## config.mk

```make
export PLATFORM = sky130hd
export DESIGN_NAME = cpu_sequencer
export DESIGN_NICKNAME = d
export VERILOG_FILES = /design/src/rtl/cpu_sequencer.sv
export SDC_FILE = /design/constraint.sdc
export NUM_CORES = 1
export LEC_CHECK = 0
export CELL_PAD_IN_SITES_DETAIL_PLACEMENT = 1
export CELL_PAD_IN_SITES_GLOBAL_PLACEMENT = 1
export CORE_ASPECT_RATIO = 1.75
export CORE_MARGIN = 2
export CORE_UTILIZATION = 30
export DETAILED_ROUTE_END_ITERATION = 8
export PLACE_DENSITY = 0.8
export SKIP_LAST_GASP = 1
export SYNTH_ARGS = -nofsm -noshare
export SYNTH_HDL_FRONTEND = slang
export SYNTH_SLANG_ARGS = --single-unit
```

## constraint.sdc

```tcl
create_clock -name clk -period 1.9 [get_ports clk]
set_clock_uncertainty 0.1 [all_clocks]
set_input_delay 0.38 -clock clk [delete_from_list [all_inputs] [get_ports clk]]
set_output_delay 0.38 -clock clk [all_outputs]
set_load 0.03 [all_outputs]
```

## src/rtl/cpu_sequencer.sv

```systemverilog
`default_nettype none
// ============================================================================
// Module   : cpu_sequencer
// Purpose  : Multi-cycle control FSM for the tiny CPU core. Fetches each
//            16-bit instruction as two bytes over an 8-bit memory handshake
//            port and holds it in the instruction register. It then
//            sequences decode, execute, memory access and write-back,
//            including conditional skip and jumps.
// Revision : 1.0 - initial release
// ----------------------------------------------------------------------------
// Parameters
//   ADDR_W          width of memory address / program counter
//   RESET_PC        PC value loaded on reset
// Optional build macro
//   CPU_SEQ_STEP_EN adds step_in / halted_out and a HALT state. The core
//                   halts before every fetch except the first one after reset.
// Ports
//   clk, rst_n                     clock, synchronous active-low reset
//   mem_req/we/addr/wdata          memory request side (Moore outputs)
//   mem_rdata/mem_ack              memory response side
//   inst_out                       instruction register to the decoder
//   inst_type_in, cond_en_in,      decoded fields, valid from DECODE on
//   subtype_in
//   cond_flag_in                   ALU condition flag
//   data_addr_in, store_data_in    load/store operands from the register file
//   jump_target_in                 jump destination
//   reg_we_out, flag_we_out        one-cycle write strobes
//   wb_sel_out                     write-back source (0 ALU, 1 load, 2 imm)
//   load_data_out                  latched load byte
//   pc_out                         current program counter
// ============================================================================
module cpu_sequencer #(
    parameter int                ADDR_W   = 8,
    parameter logic [ADDR_W-1:0] RESET_PC = '0
) (
    input  logic              clk,
    input  logic              rst_n,
`ifdef CPU_SEQ_STEP_EN
    input  logic              step_in,
    output logic              halted_out,
`endif
    output logic              mem_req,
    output logic              mem_we,
    output logic [ADDR_W-1:0] mem_addr,
    output logic [7:0]        mem_wdata,
    input  logic [7:0]        mem_rdata,
    input  logic              mem_ack,
    output logic [15:0]       inst_out,
    input  logic [1:0]        inst_type_in,
    input  logic              cond_en_in,
    input  logic [3:0]        subtype_in,
    input  logic              cond_flag_in,
    input  logic [ADDR_W-1:0] data_addr_in,
    input  logic [7:0]        store_data_in,
    input  logic [ADDR_W-1:0] jump_target_in,
    output logic              reg_we_out,
    output logic              flag_we_out,
    output logic [1:0]        wb_sel_out,
    output logic [7:0]        load_data_out,
    output logic [ADDR_W-1:0] pc_out
);

    typedef enum logic [2:0] {
        ST_IDLE     = 3'd0,
        ST_FETCH_HI = 3'd1,
        ST_FETCH_LO = 3'd2,
        ST_DECODE   = 3'd3,
        ST_EXEC     = 3'd4,
        ST_MEM      = 3'd5,
`ifdef CPU_SEQ_STEP_EN
        ST_WB       = 3'd6,
        ST_HALT     = 3'd7
`else
        ST_WB       = 3'd6
`endif
    } state_t;

    localparam logic [1:0] c_type_alu  = 2'd0;
    localparam logic [1:0] c_type_mem  = 2'd1;
    localparam logic [1:0] c_type_jump = 2'd2;
    localparam logic [1:0] c_type_imm  = 2'd3;

    localparam logic [1:0] c_wb_alu  = 2'd0;
    localparam logic [1:0] c_wb_load = 2'd1;
    localparam logic [1:0] c_wb_imm  = 2'd2;

    localparam logic [ADDR_W-1:0] c_pc_one = ADDR_W'(1);
    localparam logic [ADDR_W-1:0] c_pc_two = ADDR_W'(2);

    // Where an instruction hands control back to the fetch stage. In the
    // stepping build every completed (or skipped) instruction parks in HALT.
`ifdef CPU_SEQ_STEP_EN
    localparam state_t c_st_resume = ST_HALT;
`else
    localparam state_t c_st_resume = ST_FETCH_HI;
`endif

    state_t            r_state;
    state_t            w_state_next;
    logic [ADDR_W-1:0] r_pc;
    logic [15:0]       r_ir;
    logic [7:0]        r_load_data;
    logic [1:0]        r_wb_sel;
    logic              w_skip;
    logic              w_is_store;
    logic              w_unused;

    assign w_skip     = cond_en_in & ~cond_flag_in;
    assign w_is_store = subtype_in[0];
    assign w_unused   = ^subtype_in[3:1];

`ifdef CPU_SEQ_STEP_EN
    logic r_step_d;
    logic w_step_rise;

    assign w_step_rise = step_in & ~r_step_d;
    assign halted_out  = (r_state == ST_HALT);
`endif

    // ------------------------------------------------------------------
    // Next-state and Moore outputs
    // ------------------------------------------------------------------
    always_comb begin
        w_state_next = r_state;
        mem_req      = 1'b0;
        mem_we       = 1'b0;
        mem_addr     = r_pc;
        mem_wdata    = 8'h00;
        reg_we_out   = 1'b0;
        flag_we_out  = 1'b0;

        case (r_state)
            ST_IDLE: begin
                w_state_next = ST_FETCH_HI;
            end

            ST_FETCH_HI: begin
                mem_req  = 1'b1;
                mem_addr = r_pc;
                if (mem_ack) begin
                    w_state_next = ST_FETCH_LO;
                end
            end

            ST_FETCH_LO: begin
                mem_req  = 1'b1;
                mem_addr = r_pc + c_pc_one;
                if (mem_ack) begin
                    w_state_next = ST_DECODE;
                end
            end

            ST_DECODE: begin
                if (w_skip) begin
                    w_state_next = c_st_resume;
                end else if (inst_type_in == c_type_mem) begin
                    w_state_next = ST_MEM;
                end else begin
                    w_state_next = ST_EXEC;
                end
            end

            ST_EXEC: begin
                case (inst_type_in)
                    c_type_alu: begin
                        reg_we_out  = 1'b1;
                        flag_we_out = 1'b1;
                    end
                    c_type_imm: begin
                        reg_we_out = 1'b1;
                    end
                    default: ;
                endcase
                w_state_next = c_st_resume;
            end

            ST_MEM: begin
                mem_req   = 1'b1;
                mem_addr  = data_addr_in;
                mem_we    = w_is_store;
                mem_wdata = store_data_in;
                if (mem_ack) begin
                    w_state_next = w_is_store ? c_st_resume : ST_WB;
                end
            end

            ST_WB: begin
                reg_we_out   = 1'b1;
                w_state_next = c_st_resume;
            end

`ifdef CPU_SEQ_STEP_EN
            ST_HALT: begin
                if (w_step_rise) begin
                    w_state_next = ST_FETCH_HI;
                end
            end
`endif

            default: begin
                w_state_next = ST_IDLE;
            end
        endcase
    end

    // ------------------------------------------------------------------
    // State, PC, IR and write-back registers
    // ------------------------------------------------------------------
    always_ff @(posedge clk) begin
        if (!rst_n) begin
            r_state     <= ST_IDLE;
            r_pc        <= RESET_PC;
            r_ir        <= 16'h0000;
            r_load_data <= 8'h00;
            r_wb_sel    <= c_wb_alu;
        end else begin
            r_state <= w_state_next;
            case (r_state)
                ST_FETCH_HI: begin
                    if (mem_ack) begin
                        r_ir[15:8] <= mem_rdata;
                    end
                end
                ST_FETCH_LO: begin
                    if (mem_ack) begin
                        r_ir[7:0] <= mem_rdata;
                        r_pc      <= r_pc + c_pc_two;
                    end
                end
                ST_DECODE: begin
                    // wb_sel is loaded on entry to the strobe cycle so it is
                    // already valid while reg_we_out is high and then holds.
                    if (!w_skip) begin
                        case (inst_type_in)
                            c_type_alu: r_wb_sel <= c_wb_alu;
                            c_type_imm: r_wb_sel <= c_wb_imm;
                            default: ;
                        endcase
                    end
                end
                ST_EXEC: begin
                    if (inst_type_in == c_type_jump) begin
                        r_pc <= jump_target_in;
                    end
                end
                ST_MEM: begin
                    if (mem_ack && !w_is_store) begin
                        r_load_data <= mem_rdata;
                        r_wb_sel    <= c_wb_load;
                    end
                end
                default: ;
            endcase
        end
    end

`ifdef CPU_SEQ_STEP_EN
    always_ff @(posedge clk) begin
        if (!rst_n) begin
            r_step_d <= 1'b0;
        end else begin
            r_step_d <= step_in;
        end
    end
`endif

    assign inst_out      = r_ir;
    assign pc_out        = r_pc;
    assign wb_sel_out    = r_wb_sel;
    assign load_data_out = r_load_data;

endmodule
`default_nettype wire

```

==> flow_metrics.py <==
metrics = {
    "die": {
        "io_pins": 97,
        "initial_core_util": 0.3103,
        "die_y_um": 115.8,
        "rows": 40,
        "die_width_um": 67.90,
        "dieArea_um2": 7863,
        "core_area_um2": 6907,
    },
    "clock_tree": {
        "hold_buffers": 0,
        "path_clk_slew_ps": 60,
        "clk_latency_ps": 280,
        "htree_levels": 2,
        "cts_tree": "yes",
        "clk_path_buf_depth": 2,
        "cts_buffers": 5,
        "clk_root_buffer_cell": "clkbuf_16",
        "cts_sinks": 37,
    },
    "critical_path": {
        "start_kind": "flop",
        "worstPathArrival_ps": 1820,
        "critPathCaptureType": "output pin",
        "reg2reg_depth": 5,
        "reg2reg_slack_ps": 230,
        "crit_end": "mem_addr[7]",
        "crit_type": "reg2out",
        "cp-startpoint": "pc_out[1]",
        "reg2reg_from": "r_state[2]",
        "rr_endpoint": "wb_sel_out[1]",
        "critPathMaxFanout": 8,
        "worstPathRequired_ps": 1420,
    },
    "sta": {
        "setup_viol_count_final": 17,
        "period_needed_ps": 2298,
        "max_freq_ghz": 0.4351,
        "rsz0062_at_grt": "yes",
        "worst_slew_pin_slew_ps": 498.3,
        "hold_viol_final": 0,
        "setup_slack_ps": -398.2,
        "slew-limit-headroom": 0.6674,
        "fin_crit_sh": 1.210,
        "slew_viol_final": 0,
    },
    "pwr": {
        "p_int_w": 0.001619,
        "leakagePower_nw": 1.546,
        "p_switching_w": 0.0005390,
        "swShare": 0.2497,
        "p_total_w": 0.002158,
        "power_density_nw_per_um2": 560.4,
        "clockPowerShare": 0.427,
        "p_seq_frac": 0.375,
        "peakVddDrop_mv": 0.5897,
        "comb_power_share": 0.198,
    },
    "finish": {
        "drive_gt1_frac": 0.3288,
        "stdcell_area_um2": 3851,
        "area_growth_pct": 79.68,
        "nNetsFinal": 416,
        "utilization": 0.5576,
        "antenna_cells": 0,
        "nFillCells": 765,
        "instances_no_fill": 452,
    },
    "synth": {
        "synth-edff-count": 0,
        "ys_types": 47,
        "yosysWarnings": 0,
        "synth_compound_area_frac": 0.1524,
        "yosys.area_share.simple": 0.2750,
        "synth-seq-cells": 37,
        "yosysSeqAreaShare": 0.3456,
        "synth_fa_ha_area_frac": 0.03503,
        "syn_nets": 289,
        "syn-cell-area_um2": 2143,
        "synth_top_family_by_area": "simple AND/OR/NAND/NOR gates",
        "synth_xor_area_frac": 0.004086,
        "syn_area_per_cell_um2": 8.930,
        "async_reset_ff_frac": 0,
        "syn_inst": 240,
        "synthMuxAreaShare": 0.1214,
        "synth_ff_type": "dfxtp_1",
    },
    "grt": {
        "grt_pass1_vias": 2652,
        "grt_usage": 0.2197,
        "grt_start_max_net_pins": 16,
        "grt_remaining_overflow": 0,
        "grt_first_pass_wirelength_mm": 12.99,
        "antenna_found_initial": 0,
    },
    "hold_path": {
        "hp-class": "reg2reg",
    },
    "route": {
        "ant_nets": 0,
        "viasPerCell": 5.122,
        "wl_per_cell_um": 18.35,
        "first_iter_violations": 92,
        "wl_mm": 8.295,
        "drt_first_pass_iters": 4,
        "vias": 2315,
        "drc_errors": 0,
    },
    "status": {
        "failed_checks": "setup timing",
        "outcome": "finished, violations left",
    },
    "placement": {
        "io_buffers": 93,
        "post_dp_cell_area_um2": 3402,
        "gp_congestion": 0.8053,
        "dp.cells": 436,
        "hpwl_mm": 5.790,
    },
    "run": {
        "maxCapViolations": 0,
    },
}
## critical path: stages, from the launching register on
cell,delay [ps]
dfxtp_4,390
ha_2,210
nand2_1,70
o21ai_0,230
o21ai_1,120
a221o_2,370
buf_6,150
## how the worst min path moves through the flow
stage                                to  slack [ps]  depth (start not counted)              start
after global routing      wb_sel_out[1]         420                          2      wb_sel_out[1]
after global placement    wb_sel_out[1]         370                          2      wb_sel_out[1]
after floorplan               pc_out[0]         420                          2  jump_target_in[0]
after CTS                 wb_sel_out[1]         390                          2      wb_sel_out[1]
final                     wb_sel_out[1]         370                          2      wb_sel_out[1]
after detailed placement  wb_sel_out[1]         380                          2      wb_sel_out[1]
## placed cells by master (no fill, tap or decap), types with 4 or more instances in the layout
cell type	netlist	layout
buf_6	6	26
mux2i_1	26	26
dfxtp_2	0	5
buf_4	1	29
o21ai_1	8	4
nor2_1	19	18
and2_4	0	8
a21boi_1	4	4
dlygate4sd2_1	0	6
clkbuf_16	0	6
clkdlybuf4s50_1	0	65
dfxtp_1	37	29
nand2_1	25	25
nor2b_1	13	13
buf_12	0	7
and3_1	4	4
nand3_1	10	9
o22ai_1	5	5
o21ai_2	0	6
## metal layers
metal,global-route usage,share of wire
met5,0,0
met1,0.2033,0.33
met3,0.04272,0.058
met4,0.08667,0.030
met2,0.4425,0.59
## synthesized netlist by cell type, drive strengths merged, types with 5 or more instances
cell type  number  share of area
o21ai          12          0.028
inv             7          0.013
nand3          10          0.023
nor2b          13          0.038
mux2i          26           0.12
o22ai           5          0.015
nor2           20          0.036
dfxtp          37           0.35
clkbuf          5         0.0088
nand2          26          0.047
ha              6          0.035
and2           10          0.029
buf            11          0.044
a21oi           6          0.019
## state kept, by name (all words and copies together), names as in the netlist
| name | count |
|---|---|
| load_data_out | 8 |
| r_state | 3 |
| inst_out | 16 |
| wb_sel_out | 2 |
| pc_out | 8 |
## timing repair
item	4_1_cts	5_1_grt
pin swaps	19	1
gates resized for setup	64	14
buffers inserted	8	1
endpoints found under the setup margin	24	21
## logic make-up after synthesis
group	count (synthesis)
AND/OR/NAND/NOR	101
flip-flops	37
AO/OA/AOI/OAI	46
buffers and inverters	23
XOR/XNOR	1
multiplexers	26
adder cells (fa/ha/maj)	6
## power groups by stage
stage / clock, W / sequential (W) / combinational (W)
after floorplan: 0 / 0.000853 / 0.000157
after global placement: 0 / 0.000823 / 0.000377
after detailed placement: 0 / 0.000824 / 0.000385
after CTS: 0.000955 / 0.000808 / 0.000418
after global routing: 0.000985 / 0.000812 / 0.000454
final: 0.000922 / 0.000809 / 0.000427
## stage by stage
stage	hold slack (ps)	TNS [ps]	setup slack, ps
floorplan	416.1	-41.00	-33.00
global placement	374.4	-2866	-294.7
detailed placement	383.7	-3848	-344.1
CTS	391.7	-2687	-320.4
global route	418.8	-4138	-470.3
finish	373.7	-3193	-398.2
## cell type report
type	count	area, µm²	area share
clock buffer	7	163.9	0.04256
clock inverter	1	6.256	0.001624
inverter	7	28.78	0.007472
multi-input combinational	180	1395	0.3622
sequential	37	758.2	0.1969
tap	84	105.1	0.02729
timing repair buffer	136	1394	0.3619
(Power assumes the default switching activity.)
